[config.mk]
export PLATFORM = sky130hd
export DESIGN_NAME = alu_seq
export DESIGN_NICKNAME = d
export VERILOG_FILES = /design/src/rtl/alu_seq.sv
export SDC_FILE = /design/constraint.sdc
export NUM_CORES = 1
export LEC_CHECK = 0
export CORE_ASPECT_RATIO = 1.5
export CORE_MARGIN = 1.5
export CORE_UTILIZATION = 44
export DETAILED_ROUTE_END_ITERATION = 16
export PLACE_DENSITY = 0.67
export SLEW_MARGIN = 25
export SYNTH_ARGS = -nofsm -noshare
export SYNTH_HDL_FRONTEND = slang
export SYNTH_SLANG_ARGS = --single-unit
[constraint.sdc]
create_clock -name clk -period 5.35 [get_ports clk]
set_input_delay 1.07 -clock clk [delete_from_list [all_inputs] [get_ports clk]]
set_output_delay 1.07 -clock clk [all_outputs]
set_load 0.01 [all_outputs]
[src/rtl/alu_seq.sv]
// Sequential ALU with registered result and V,N,Z,C flags, carry-chained ADC/SBC and a shift-add multiplier.
// Define ALU_SAT_EN to saturate signed overflow on add/subtract ops.
module alu_seq #(
  parameter int N    = 8,
  parameter int SW_W = 9
) (
  input  logic            clk,
  input  logic            nReset,
  input  logic            start,
  input  logic [2:0]      func,
  input  logic [1:0]      a_sel,
  input  logic [1:0]      b_sel,
  input  logic [N-1:0]    a_in,
  input  logic [N-1:0]    b_in,
  input  logic [SW_W-1:0] switches,
  input  logic [N-1:0]    immediate,
  output logic            busy,
  output logic            done,
  output logic [N-1:0]    result,
  output logic [3:0]      flags
);

  localparam int CW = $clog2(N);

  localparam logic [2:0] RA    = 3'b000;
  localparam logic [2:0] RB    = 3'b001;
  localparam logic [2:0] RADD  = 3'b010;
  localparam logic [2:0] RSUB  = 3'b011;
  localparam logic [2:0] RMULL = 3'b100;
  localparam logic [2:0] RMULH = 3'b101;
  localparam logic [2:0] RADC  = 3'b110;
  localparam logic [2:0] RSBC  = 3'b111;

  typedef enum logic [1:0] {IDLE, MUL, DONE} state_t;

  state_t         state, next_state;
  logic [N-1:0]   a_mux, b_mux;
  logic [N-1:0]   op_a, op_b;
  logic [2:0]     op_func;
  logic           cin_q;
  logic [2*N-1:0] prod;
  logic [CW-1:0]  cnt;
  logic [N:0]     step_sum;
  logic [N:0]     cin_ext, add_ext, sub_ext;
  logic [N-1:0]   raw, wr_result;
  logic           v_flag, c_flag;

  always_comb begin
    a_mux = a_in;
    b_mux = b_in;
    case (a_sel)
      2'b01:   a_mux = switches[N-1:0];
      2'b10:   a_mux = {N{switches[SW_W-1]}};
      default: a_mux = a_in;
    endcase
    case (b_sel)
      2'b01:   b_mux = switches[N-1:0];
      2'b10:   b_mux = {N{switches[SW_W-1]}};
      2'b11:   b_mux = immediate;
      default: b_mux = b_in;
    endcase
  end

  // Multiplier keeps the partial product in the high half and the unconsumed multiplier bits in the low half.
  assign step_sum = {1'b0, prod[2*N-1:N]} + (prod[0] ? {1'b0, op_a} : '0);

  always_comb begin
    next_state = state;
    case (state)
      IDLE:    if (start) next_state = (func[2:1] == 2'b10) ? MUL : DONE;
      MUL:     if (cnt == '0) next_state = DONE;
      DONE:    next_state = IDLE;
      default: next_state = IDLE;
    endcase
  end

  assign busy = (state != IDLE);

  // Only the carry-chained ops (bit 2 set, not a multiply) consume the latched carry/borrow.
  assign cin_ext = {{N{1'b0}}, op_func[2] & cin_q};
  assign add_ext = {1'b0, op_a} + {1'b0, op_b} + cin_ext;
  assign sub_ext = {1'b0, op_a} - {1'b0, op_b} - cin_ext;

  always_comb begin
    raw    = op_a;
    v_flag = 1'b0;
    c_flag = 1'b0;
    case (op_func)
      RA: raw = op_a;
      RB: raw = op_b;
      RADD, RADC: begin
        raw    = add_ext[N-1:0];
        c_flag = add_ext[N];
        v_flag = (op_a[N-1] == op_b[N-1]) && (raw[N-1] != op_a[N-1]);
      end
      RSUB, RSBC: begin
        raw    = sub_ext[N-1:0];
        c_flag = sub_ext[N];
        v_flag = (op_a[N-1] != op_b[N-1]) && (raw[N-1] != op_a[N-1]);
      end
      RMULL: begin
        raw    = prod[N-1:0];
        c_flag = |prod[2*N-1:N];
      end
      RMULH: begin
        raw    = prod[2*N-1:N];
        c_flag = |prod[2*N-1:N];
      end
      default: raw = op_a;
    endcase
    wr_result = raw;
`ifdef ALU_SAT_EN
    // On overflow the sign of a tells which way the true result ran off.
    if (v_flag) wr_result = op_a[N-1] ? {1'b1, {(N-1){1'b0}}} : {1'b0, {(N-1){1'b1}}};
`endif
  end

  always_ff @(posedge clk or negedge nReset) begin
    if (!nReset) begin
      state   <= IDLE;
      result  <= '0;
      flags   <= '0;
      done    <= 1'b0;
      op_a    <= '0;
      op_b    <= '0;
      op_func <= '0;
      cin_q   <= 1'b0;
      prod    <= '0;
      cnt     <= '0;
    end else begin
      state <= next_state;
      done  <= 1'b0;
      case (state)
        IDLE: begin
          if (start) begin
            op_a    <= a_mux;
            op_b    <= b_mux;
            op_func <= func;
            cin_q   <= flags[0];
            prod    <= {{N{1'b0}}, b_mux};
            cnt     <= CW'(N - 1);
          end
        end
        MUL: begin
          prod <= {step_sum, prod[N-1:1]};
          cnt  <= cnt - 1'b1;
        end
        DONE: begin
          result <= wr_result;
          flags  <= {v_flag, wr_result[N-1], (wr_result == '0), c_flag};
          done   <= 1'b1;
        end
        default: ;
      endcase
    end
  end

endmodule

Word-level counts from Yosys, hierarchy flattened

Cells that the tools add are included.

$add $sub $neg: 6
Multiply operators: 0
Div/mod/pow operators: 0
Magnitude comparators: 0
Equality and inequality tests: 21
Shifts and indexed selects: 0
Mux-type cells: 15
Bitwise logic cells: 1
Reduce and logical (&&, ||, !) cells: 15

Operators with widths:

| cell                 | count |
|---|---|
| $pmux W8 S6          | 1 |
| $pmux W16 S2         | 1 |
| $pmux W8 S3          | 1 |
| $add A8 B8 Y9        | 2 |
| $mux W16             | 1 |
| $pmux W8 S2          | 1 |
| $eq A3 B3 Y1 const B | 4 |
| $eq A2 B2 Y1 const B | 5 |
| $add A9 B1 Y9        | 1 |
| $sub A8 B8 Y9        | 1 |
| $sub A9 B1 Y9        | 1 |
| $logic_not A8 Y1     | 1 |
| $mux W8              | 1 |
| $reduce_or A8 Y1     | 1 |
| $eq A2 B1 Y1 const B | 3 |
| $eq A3 B2 Y1 const B | 2 |
| $logic_not A3 Y1     | 2 |
| $mux W2              | 3 |
| $pmux W3 S2          | 1 |
| $reduce_and A2 Y1    | 3 |
| $reduce_or A2 Y1     | 3 |
| $ne A2 B2 Y1 const B | 2 |
| $pmux W2 S2          | 1 |
| $reduce_bool A2 Y1   | 2 |
| other kinds (11)     | 14 |

Register bits after elaboration: 54
Latch bits: 0
RAM bits: 0
Bits in read-only memories: 0
Input port bits: 43
Output and inout bits: 14
Word-level logic and storage cells: 68
Memories: 0

Logic depth before layout (Yosys ltp)

Gate-level depths: netlist of the first run.

Depth after elaboration: 5
Gate-level depth with buffers: 14
Gate-level depth less buffers: 12

Worst setup path before layout of the first run

No wires, ideal clock.

Kind: register to register
Start: register op_func[2]
End: register result[6]
Setup time: 65 ps
Arrival: 2783 ps
Data required time: 5285 ps
Slack: 2502 ps
Cell stages (with the launch flop): 15
Path buffers: 2
Clock period less this slack: 2848 ps
Cell sequence: dfrtp_1 buf_6 buf_2 nand2_1 inv_1 fa_1 inv_1 ha_1 o21ai_2 nand3_1 o31ai_1 mux2i_1 nand2_1 a31oi_1 mux2_2

Cells in the longest elaborated chain, start to end: 3
Elaborated cells on any way between the ends: 14
Classes of those cells: add/sub (2); eq/ne (7); mux (1); bitwise (1); reduce/logical (3)

RTL lines:

| element                               | line | text |
|---|---|---|
| start: declaration                    | 39   | `logic [2:0] op_func;` |
| start signal: assignment              | 138  | `op_func <= func;` |
| $and A1 B1 Y1 (tied with other cells) | 80   | `assign cin_ext = {{N{1'b0}}, op_func[2] & cin_q};` |
| $sub A9 B1 Y9 (tied with other cells) | 82   | `assign sub_ext = {1'b0, op_a} - {1'b0, op_b} - cin_ext;` |
| $pmux W8 S6 (*)                       | 88   | `case (op_func)` |
| end signal: assignment                | 149  | `result <= wr_result;` |
| end: declaration                      | 19   | `output logic [N-1:0] result,` |

Mark *: on every way between the ends. The rest lies on a longest branch, timed or not.
A chain may end at the register's enable or synchronous reset.

Worst setup path after layout of the first run

Same ends and word-level chain as after synthesis.

==> results.md, run 1 <==
- The clock latency on the worst-skew pair is 0.30 ns.
- The worst relative slew slack is 0.416.
- At the end of routability-driven placement, the weighted congestion stood at 0.895.
- The repair_antennas step left the layout with diodes totalling 0.
- Setup violations remaining at the end of the flow were counted as 0.
- The leading area contributor after synthesis is sky130_fd_sc_hd__dfrtp_1.
- Of all nets on the critical path, the largest fanout is 15.
- Across all layers, the routed design uses 3,374 vias.
- The first-pass GRT wire length is 17.0 mm.
- Input and output buffers added on the ports amount to 56.
- The wire length after detailed routing is approximately 10 mm.
- The growth of design area from synthesis to finish is 19.2%.
- The proportion of netlist area held by the largest area contributor is 0.333.
- In this run the core area contains 42 standard-cell rows.
- The total nets after synthesis is 520.
- The sum of net half-perimeters after detailed placement is 8.01 mm.
- For this run, the post-layout net count is 563.
- The count of different cell masters after synthesis is 53.
- The kind of critical path is flip-flop to flip-flop.
- The first detailed-routing pass took 4 iterations.
- Using the TritonRoute via totals, the vias-per-cell ratio works out to 5.68.
- The height of the die is 120 um.
- For this run the aggregate overflow at the end of global routing stands at 0.
- The worst setup path is captured at a flip-flop.
- The area of the multi-input gates is 2420 um2.
- The data arrival time of the critical path is 3.51 ns.
- The total global routing track utilization is 0.231.
- Counting every sink on the clock net gives 53.
- The routed wirelength normalized by instance count is ~17 um.
- The largest vdd supply drop is 334 uV.
- Of the cells placed in the final design, the portion with a size suffix greater than 1 is 0.0537.
- The flow ran to the end, and the final reports show no timing, DRC or antenna violations.
- Clock skew on the completed layout was measured at 0.00469 ns.
- The path class of the tightest hold or removal check is flip-flop to flip-flop.
- The number of cells on the worst reg-to-reg path is 11.
- Max-cap violations in this run came to 0.
- The floorplan die width is 80.7 um.
- The share of the Yosys chip area taken by registers is 0.333.
- The number of levels in the clock H-tree is 2.
- Pin placement for this block handled 57 I/O pins.
- Tracing the worst setup path back leads to its startpoint at op_func[2].
- Synthesis produced a netlist whose cell count is 440.
- The proportion of register bits with asynchronous set or reset after synthesis is 1.00.
- The sequential cell area is approximately 1300 um2.
- The most used flip-flop cell after synthesis is sky130_fd_sc_hd__dfrtp_1.
- In this run, CTS created clock tree buffers numbering 5.
- The utilization after layout is 0.538.
- The tree is rooted in a sky130_fd_sc_hd__clkbuf_16.
- The capturing instance or port of the critical path is result[6].
- For the worst setup path, the data required time is 5.59 ns.
- After clock tree synthesis, the clock-pin slew on the worst setup and hold paths is 0.07 ns.
- After clock tree synthesis, the repair step resized 0 gates.
- After synthesis, the mean cell area works out to between 9 and 10 um2.
- In this run, post-CTS hold repair placed 0 buffers.
- The endpoint identified for the worst register-to-register timing path is result[6].
- The core region is 8830 um2.
- In this run the cell area of the synthesized design comes to 3980 um2.
- The buffer levels on the longest clock path is 2.
- The register bit total from synthesis is 53.
- The count of nets left with antenna violations once routing finished came out at 0.
- Yosys printed 0 warnings.
- The nature of the critical path startpoint is a flip-flop.
- The synthesized design contains 0 enable-type register cells.
- The die covers 9650 um2.
- The number of hold violations in the final report came to 0.
- The largest net degree at the start of global routing is 54.
- Setup repair after global routing left no endpoint under its margin.
- The number of global-route vias before repair is 3,436.
- Based on the critical path, the design can be clocked at up to just over 300 MHz.
- The final total negative setup slack is 0 ns.
- The first routing iteration left 131 violations.
- In the routed design, unresolved DRC markers number 0.
- For the pin with the worst max-slew slack, the measured transition is 0.874 ns.
- The CTS tree is done.
- The number of antenna violations at the first check in global routing is 0.
- The final number of max-transition violations is 0.
- The clock period minus final worst setup slack is 3.28 ns.
- The period utilization is 0.612.
- By instance count, the leading cell after synthesis is sky130_fd_sc_hd__dfrtp_1.
- The leakage power figure is 2.19 nW.
- The reg2reg setup slack is roughly 2.1 ns.
- Buffers added to address setup during post-CTS repair amount to 0.
- The total power density per cell area is between 600 and 700 nW/um2.
- The final-layout fill cell count is 845.
- The effective utilization at floorplan is 0.451.
- Ranked by total cell area, the synthesized netlist is headed by sky130_fd_sc_hd__dfrtp_1 (33%), sky130_fd_sc_hd__ha_1 (10%), sky130_fd_sc_hd__a21oi_1 (4.6%).
- The startpoint of the most critical register-to-register path is op_func[2].
- Ranked by instance count, the synthesized netlist is headed by sky130_fd_sc_hd__dfrtp_1 (53), sky130_fd_sc_hd__nand2_1 (44), sky130_fd_sc_hd__a21oi_1 (37).
cell usage in the layout, fill, tap and decap left out, drive strengths merged, types with 5 or more instances in the layout:
cell type	count
xnor2	14
and2	10
a21o	12
nand2b	13
o21ai	31
nor3	5
a21oi	37
nor2	21
clkbuf	6
mux2i	17
nor3b	6
dfrtp	53
a31oi	6
mux2	6
inv	35
nand2	44
o21bai	6
o311a	8
clkdlybuf4s50	55
ha	33
a221o	9
cells by family after synthesis:
| family | synth area share |
|---|---|
| xor gates and xnor gates | 0.0330 |
| muxes | 0.0832 |
| adders and majority gates | 0.124 |
| AOI/OAI and AO/OA | 0.225 |
| and+or+nand+nor | 0.143 |
| buffers and inverters | 0.0597 |
| DFF | 0.333 |
registers in the layout, indices dropped and copies added (netlist names):
| name | count |
|---|---|
| cnt | 3 |
| op_b | 8 |
| op_func | 3 |
| prod | 16 |
| result | 7 |
| cin_q | 1 |
| done | 1 |
| flags | 4 |
| op_a | 8 |
| state | 2 |
power by group:
| group | internal, mW | switching (mW) |
|---|---|---|
| combinational | 0.959 | 1.05 |
| sequential | 0.584 | 0.286 |
| clock | 0.187 | 0.153 |
metrics by stage:
| step | std cells | setup slack (ns) | area (um2) | total power, mW | hold slack (ns) |
|---|---|---|---|---|---|
| after floorplan | 440 | 2.50 | 3980 | 2.34 | 0.461 |
| after global placement | 586 | 2.22 | 4600 | 2.81 | 0.461 |
| after detailed placement | 586 | 2.12 | 4600 | 2.87 | 0.462 |
| after CTS | 594 | 2.08 | 4750 | 3.22 | 0.479 |
| after global routing | 594 | 1.81 | 4750 | 3.51 | 0.497 |
| final | 594 | 2.07 | 4750 | 3.22 | 0.471 |
worst min path at each step:
stage                          from        end  slack [ns]  cells after the start
after global placement    result[2]  result[2]        0.46                      2
after global routing      result[2]  result[2]        0.50                      2
after CTS                 result[2]  result[2]        0.48                      2
final                     result[2]  result[2]        0.47                      2
after detailed placement  result[2]  result[2]        0.46                      2
after floorplan              cnt[0]     cnt[0]        0.46                      1
per-layer routing:
layer  track usage  part of all wire
met5             0                 0
met3        0.0274             0.019
met2         0.447              0.57
met1         0.251              0.39
met4        0.0754             0.023
worst max-delay path, cell delays in order (launching register included):
cell and delay, ns:
sky130_fd_sc_hd__dfrtp_1 0.75, sky130_fd_sc_hd__nand2_1 0.18, sky130_fd_sc_hd__inv_1 0.11, sky130_fd_sc_hd__fa_1 0.45, sky130_fd_sc_hd__ha_1 0.24, sky130_fd_sc_hd__o21ai_2 0.23
sky130_fd_sc_hd__nand3_1 0.15, sky130_fd_sc_hd__o31ai_1 0.31, sky130_fd_sc_hd__mux2i_1 0.24, sky130_fd_sc_hd__nand2_1 0.07, sky130_fd_sc_hd__a31oi_1 0.28, sky130_fd_sc_hd__mux2_2 0.21
layout make-up:
cell class | count | area share
clock inverter | 2 | 0.00290
sequential | 53 | 0.279
tap | 110 | 0.0290
timing repair buffer | 59 | 0.122
clock buffer | 6 | 0.0292
inverter | 36 | 0.0285
multi-input combinational | 328 | 0.509
Note: power is estimated with default switching activity, not from simulation.
==> run 2: changes to the inputs <==
PLACE_DENSITY = 0.69   (was 0.67)
clock period = 3 ns   (was 5.35 ns; I/O delays follow)
==> results.md, run 2 (synthesis gave the netlist of run 1 again) <==
- The library cells used most frequently in the layout, excluding fill and tap cells, are sky130_fd_sc_hd__clkdlybuf4s50_1 (55), sky130_fd_sc_hd__dfrtp_1 (53), sky130_fd_sc_hd__nand2_1 (44).
- At the end of routability-driven placement, the weighted congestion stood at 0.899.
- Setup repair after global routing left no endpoint under its margin.
- For the final database, setup skew stands at 0.00690 ns.
- The number of clock sinks seen by CTS is 53.
- The post-layout total power is 5.81 mW.
- The number of placement rows is 42.
- The number of global-route vias before repair is roughly 3,600.
- The effective utilization at floorplan is 0.451.
- The max capacitance violation total is 0.
- Of the total power, the clock network draws 0.101.
- The boundary pin count is 57.
- The total power density per cell area is 1210 nW/um2.
- The switching power is 2.69 mW.
- The smallest clock period supported by the final layout is computed as 2.77 ns.
- Leaving out fill and tap cells, the most frequent cell in the layout is sky130_fd_sc_hd__clkdlybuf4s50_1.
- The fraction of final layout cells with drive strength greater than 1 is 0.0732.
- After the first detailed-routing iteration, the DRC count stood at 109.
- The number of flip-flops in the largest register is 16.
- The routed layout has 3,427 vias.
- The die covers approximately 9600 um2.
- Dividing the detail-routed wire length by the instance count gives about 17 um.
- STA puts the critical path data required time at 3.19 ns.
- The floorplan die width is 80.7 um.
- For the pin with the worst max-slew slack, the measured transition is 0.899 ns.
- The floorplan core area is 8830 um2.
- Including well taps, the total number of placed cells is 594.
- The wire length after detailed routing is 10.5 mm.
- Once placement finished, the instance area stood at 4660 um2.
- The number of antenna violations at the first check in global routing was 0.
- The number of hold violations in the final report is 0.
- The internal power is 3.12 mW.
- The most frequent cell on the critical path is sky130_fd_sc_hd__inv_1.
- The total global routing track utilization is 0.239.
- Timing would allow up to 362 MHz.
- The largest register by flop count is prod.
- The cell chosen for the clock root is sky130_fd_sc_hd__clkbuf_16.
- The worst setup path is of the flip-flop to flip-flop kind.
- The least setup slack across all paths after layout is 0.234 ns.
- The critical-path maximum fanout is 4.
- For this run, the slowest stage of the critical path takes approximately 0.52 ns.
- The worst setup path is launched from a flip-flop.
- The DRC violation count after routing is 0.
- Dividing the final minimum period by the clock period gives 0.922.
- The clock tree synthesis step divided the H-tree into 2 levels.
- The endpoint class of the critical path is a flip-flop.
- The count of cells in the finished layout, fillers not included, comes to approximately 600.
- Relative to the synthesized area, the layout overhead comes to 20.9%.
- The worst-case IR drop observed on VDD is between 500 and 600 uV.
- Buffers inserted to repair hold after CTS numbered 0.
- The largest registers in the layout are prod x16, op_a x8, op_b x8.
- In this run the static leakage power is 2.23 nW.
- The clock input transition at the sequential cells of the worst setup and hold paths is 0.07 ns.
- The share of total power dissipated in combinational logic is 0.645.
- Among all stages on the critical path, the largest delay is contributed by sky130_fd_sc_hd__fa_1.
- The CTS tree is done.
- The path class of the tightest hold or removal check is primary input to asynchronous set/reset pin.
- The signal on the critical path passes through nand2_1 -> inv_1 -> fa_1 -> inv_1 -> ha_1 -> o21ai_2 -> a31oi_4 -> a41oi_2 -> xnor2_1 -> a21oi_1 -> o21ai_1 -> mux2_2.
- The final-report setup violation count is 0.
- The worst pin sits at a relative slew slack of 0.399.
- The height of the die is 120 um.
- The count of input and output buffers is 56.
- The final-layout fill cell count is 826.
- The clock latency on the worst-skew pair is ~0.30 ns.
- The sum of overflow across all layers after global routing is 0.
- Of the total power, the share spent switching nets is 0.463.
- The first-pass GRT wire length is 17.6 mm.
- The count of inserted antenna diode cells is 0.
- The sequential cell fraction of total power is 0.253.
- The post-route cell area is just under 5000 um2.
- The sum of net half-perimeters after detailed placement is 8.34 mm.
- Entering global routing, the biggest net connects 34 pins.
- Counting along the longest clock path gives a buffer depth of 2.
- For the final routed database, the setup TNS stands at 0 ns.
- Before CTS, the worst setup slack after placement is roughly 0.15 ns.
- The flow ran to the end, and the final reports show no timing, DRC or antenna violations.
- The pre-antenna-repair detailed-routing pass consisted of 4 iterations.
- The count of nets left with antenna violations once routing finished came out at 0.
- The worst hold margin is around 0.26 ns.
- The number of nets in the finished design is 571.
- The final number of max-transition violations is 0.
- In this run, CTS created clock tree buffers numbering 5.
- The via density per instance is around 5.7.
- The data arrival time of the critical path is 2.95 ns.
- Once layout is complete, the utilization of the core stands at 0.545.
-- run 2: what timing repair did --
action                                 in CTS  in global routing
setup endpoints to repair                   0                  2
endpoints found under the hold margin       0                  0
buffers inserted                            0                  0
resized for setup                           0                  2
-- run 2: per-layer routing --
metal / up-vias / global-route usage / share of wire
met1: 1650 / 0.260 / 0.38
met4: 0 / 0.120 / 0.044
met5: - / 0 / 0
li1: 1668 / - / -
met3: 25 / 0.0304 / 0.030
met2: 84 / 0.441 / 0.55
-- run 2: final timing paths --
check	from	end	slack (ns)	depth (start not counted)
worst max-delay path	cin_q	flags[2]	0.23	12
worst min-delay path	nReset	op_b[6]	0.26	1
worst max register to register	cin_q	flags[2]	0.23	12
worst min register to register	result[2]	result[2]	0.48	2
max in group asynchronous	nReset	state[0]	1.92	2
min in group clk	result[2]	result[2]	0.48	2
-- run 2: layout make-up --
class	instances	area, um2	area share
multi-input combinational	328	2430	0.505
inverter	36	135	0.0281
tap	110	138	0.0286
clock buffer	5	125	0.0260
sequential	53	1330	0.275
clock inverter	3	22.5	0.00468
timing repair buffer	67	638	0.133
-- run 2: worst max-delay path, delay by kind of cell (launching register included) --
| kind | cells | cell delay [ns] |
|---|---|---|
| adders and majority gates | 2 | 0.70 |
| muxes | 1 | 0.29 |
| AOI/OAI and AO/OA | 5 | 0.93 |
| buffers and inverters | 2 | 0.11 |
| DFF | 1 | 0.38 |
| and+or+nand+nor | 1 | 0.10 |
| xor gates and xnor gates | 1 | 0.14 |
-- run 2: power by group through the flow --
stage	Clock [mW]	Combinational, mW	Sequential (mW)
floorplan	0	2.83	1.34
global placement	0	3.59	1.46
detailed placement	0	3.70	1.48
finish	0.588	3.75	1.47
global route	0.634	4.18	1.53
CTS	0.597	3.72	1.47
==> run 3: changes to the inputs <==
PLACE_DENSITY = 0.67   (was 0.69)
clock period = 3.2 ns   (was 3 ns; I/O delays follow)
==> results.md, run 3 (synthesis gave the netlist of run 1 again) <==
- At the pin with the least slew margin, the transition time is between 0.9 and 1 ns.
- Measured in cells, the most critical reg-to-reg path has a length of 12.
- The number of levels in the clock H-tree is 2.
- Dividing the detail-routed wire length by the instance count gives 17.3 um.
- The die covers 9650 um2.
- The clock share of power is 0.128.
- The combinational cell fraction of total power is 0.620.
- 0 antenna diodes ended up in the layout.
- Across the VDD grid, the largest voltage drop is between 500 and 600 uV.
- The total iterations of the first detailed-routing run is 4.
- The tree built by TritonCTS fans out to 53 sinks.
- Once the clock tree was built, the resizer swapped 0 gates to a different size.
- The reg2reg setup slack is about 0.38 ns.
- After global routing, the most crowded layer is met2.
- Dividing the final minimum period by the clock period gives 0.881.
- In the layout the commonest cells are sky130_fd_sc_hd__clkdlybuf4s50_1 (55), sky130_fd_sc_hd__dfrtp_1 (53), sky130_fd_sc_hd__nand2_1 (44).
- Summed over all layers, the routed wires come to 10.4 mm.
- The core region is a little under 9000 um2.
- The count of input and output buffers is 56.
- The total vias in the final route is 3,380.
- The number of placement rows is 42.
- For this run, global-route usage on met3 was measured as 0.0274.
- The largest registers in the layout are prod x16, op_a x8, op_b x8.
- The cell sitting at the root of the clock tree is a sky130_fd_sc_hd__clkbuf_16.
- The utilization after layout is 0.547.
- The final RePlAce weighted congestion is 0.905.
- The height of the die is 120 um.
- Timing would allow up to 355 MHz.
- The worst setup path is of the flip-flop to flip-flop kind.
- Entering global routing, the biggest net connects 33 pins.
- The clock buffer count from CTS is 5.
- Global routing finished with a remaining overflow of 0.
- The register with the most flip-flops in the final layout is prod.
- The clock input transition at the sequential cells of the worst setup and hold paths is about 0.07 ns.
- The internal power is 3.05 mW.
- The buffer count from post-CTS setup fixing is 0.
- In the global route stage, met1 resource usage came out at 0.251.
- Of the cells placed in the final design, the portion with a size suffix greater than 1 is 0.0634.
- The number of hold violations in the final report is 0.
- The final-layout fill cell count is 827.
- The first global-routing pass estimated ~17 mm of wire.
- The final-report setup violation count is 0.
- Relative to the synthesized area, the layout overhead comes to 21.2%.
- The class of the most critical hold timing path is primary input to asynchronous set/reset pin.
- From left edge to right edge, the die measures 80.7 um.
- Summing all multi-input logic gate instances after layout gives 2420 um2.
- The final total negative setup slack is 0 ns.
- The buffer levels on the longest clock path is 2.
- The data required time of the critical path is ~3.4 ns.
- The worst relative slew slack is 0.386.
- Across all hold checks on the routed design, the worst slack comes to 0.305 ns.
- The sequential cell area is 1330 um2.
- The number of global-route vias before repair was 3,377.
- The nature of the critical path startpoint is a flip-flop.
- The capturing point of the worst reg2reg path is result[6].
- At the later pin of the worst-skew pair, clock insertion delay measures 0.30 ns.
- In the global route stage, overall resource usage came out at 0.228.
- Dividing the detail-routed via count by the number of cells gives 5.64.
- The run finished with clean final reports.
- The startpoint of the most critical register-to-register path is cin_q.
- The count of routing violations after the opening detailed-route iteration is about 150.
- The total power density per cell area is 1150 nW/um2.
- Summed over all nets, the half-perimeter wirelength after detailed placement is 8.27 mm.
- The DRC violation count after routing is 0.
- The proportion of total power due to net switching is 0.451.
- Setup repair after global routing left no endpoint under its margin.
- The endpoint class of the critical path is a flip-flop.
- Clock skew on the completed layout was measured at 0.00424 ns.
- The met2 track utilization from global routing is 0.433.
- For this configuration, the core starts out at a cell density of 0.451.
- The clock period minus final worst setup slack is 2.82 ns.
- After layout, the design draws a total of 5.56 mW.
- The number of nets in the finished design is 568.
- The final number of max-transition violations is 0.
- The leakage power figure is 2.23 nW.
- Of the total power, registers draw 0.252.
- Once detail routing completed, the nets flagged for antenna violations numbered 0.
- The number of antenna violations at the first check in global routing is 0.
- At the worst endpoint, the arrival time is ~3 ns.
- In this run the worst path has a maximum fanout of 3.
- The most common library cell in the layout ignoring fill and taps is sky130_fd_sc_hd__clkdlybuf4s50_1.
- TritonCTS built the clock tree.
- For this design the top-level I/O count stands at 57.
- The max capacitance violation total is 0.
- The switching power is roughly 2.5 mW.
- The number of hold buffers added after CTS was 0.
- The register with the most flip-flops in the layout has 16 of them.
## run 3: cell count changes in the layout (fill, tap and decap cells not counted), sizes merged
cell	previous run	this run
bufinv	0	2
inv	35	36
buf	12	9
clkinv	4	1
## run 3: per-stage QoR
step,cell area (um2),setup slack (ns),std cells
2_1_floorplan,3980,0.352,440
3_3_place_gp,4630,0.458,591
3_5_place_dp,4630,0.390,591
4_1_cts,4830,0.374,599
5_1_grt,4830,0.127,599
6_report,4830,0.380,599
## run 3: worst max-delay path by stage
stage	slack, ns	startpoint	cells after the start	endpoint
after global placement	0.46	cin_q	12	result[6]
after detailed placement	0.39	cin_q	12	result[6]
after CTS	0.37	cin_q	12	result[6]
after floorplan	0.35	op_func[2]	14	result[6]
final	0.38	cin_q	12	result[6]
after global routing	0.13	cin_q	12	result[6]
## run 3: power by group through the flow
| stage | logic (mW) | clock network (mW) | registers, mW |
|---|---|---|---|
| after floorplan | 2.65 | 0 | 1.26 |
| after global placement | 3.34 | 0 | 1.39 |
| after detailed placement | 3.44 | 0 | 1.42 |
| after CTS | 3.45 | 0.725 | 1.40 |
| after global routing | 3.83 | 0.746 | 1.45 |
| final | 3.44 | 0.713 | 1.40 |
## run 3: worst max-delay path: stages (launching register included)
cell and delay, ns:
sky130_fd_sc_hd__dfrtp_1 0.38, sky130_fd_sc_hd__nand2_1 0.11, sky130_fd_sc_hd__inv_1 0.07, sky130_fd_sc_hd__fa_1 0.52
sky130_fd_sc_hd__inv_1 0.05, sky130_fd_sc_hd__ha_1 0.18, sky130_fd_sc_hd__o21ai_2 0.24, sky130_fd_sc_hd__nand3_1 0.16
sky130_fd_sc_hd__o31ai_1 0.32, sky130_fd_sc_hd__mux2i_1 0.23, sky130_fd_sc_hd__nand2_1 0.06, sky130_fd_sc_hd__a31oi_1 0.24
sky130_fd_sc_hd__mux2_2 0.19
## run 3: layout make-up
type                       instances  area share
inverter                          36      0.0280
clock inverter                     3      0.0143
multi-input combinational        328       0.501
sequential                        53       0.275
tap                              110      0.0285
clock buffer                       5      0.0259
timing repair buffer              64       0.127
## run 3: routing by layer
| metal | up-vias | part of all wire |
|---|---|---|
| met2 | 68 | 0.56 |
| met5 | - | 0 |
| met4 | 0 | 0.025 |
| met3 | 16 | 0.025 |
| li1 | 1661 | - |
| met1 | 1635 | 0.39 |
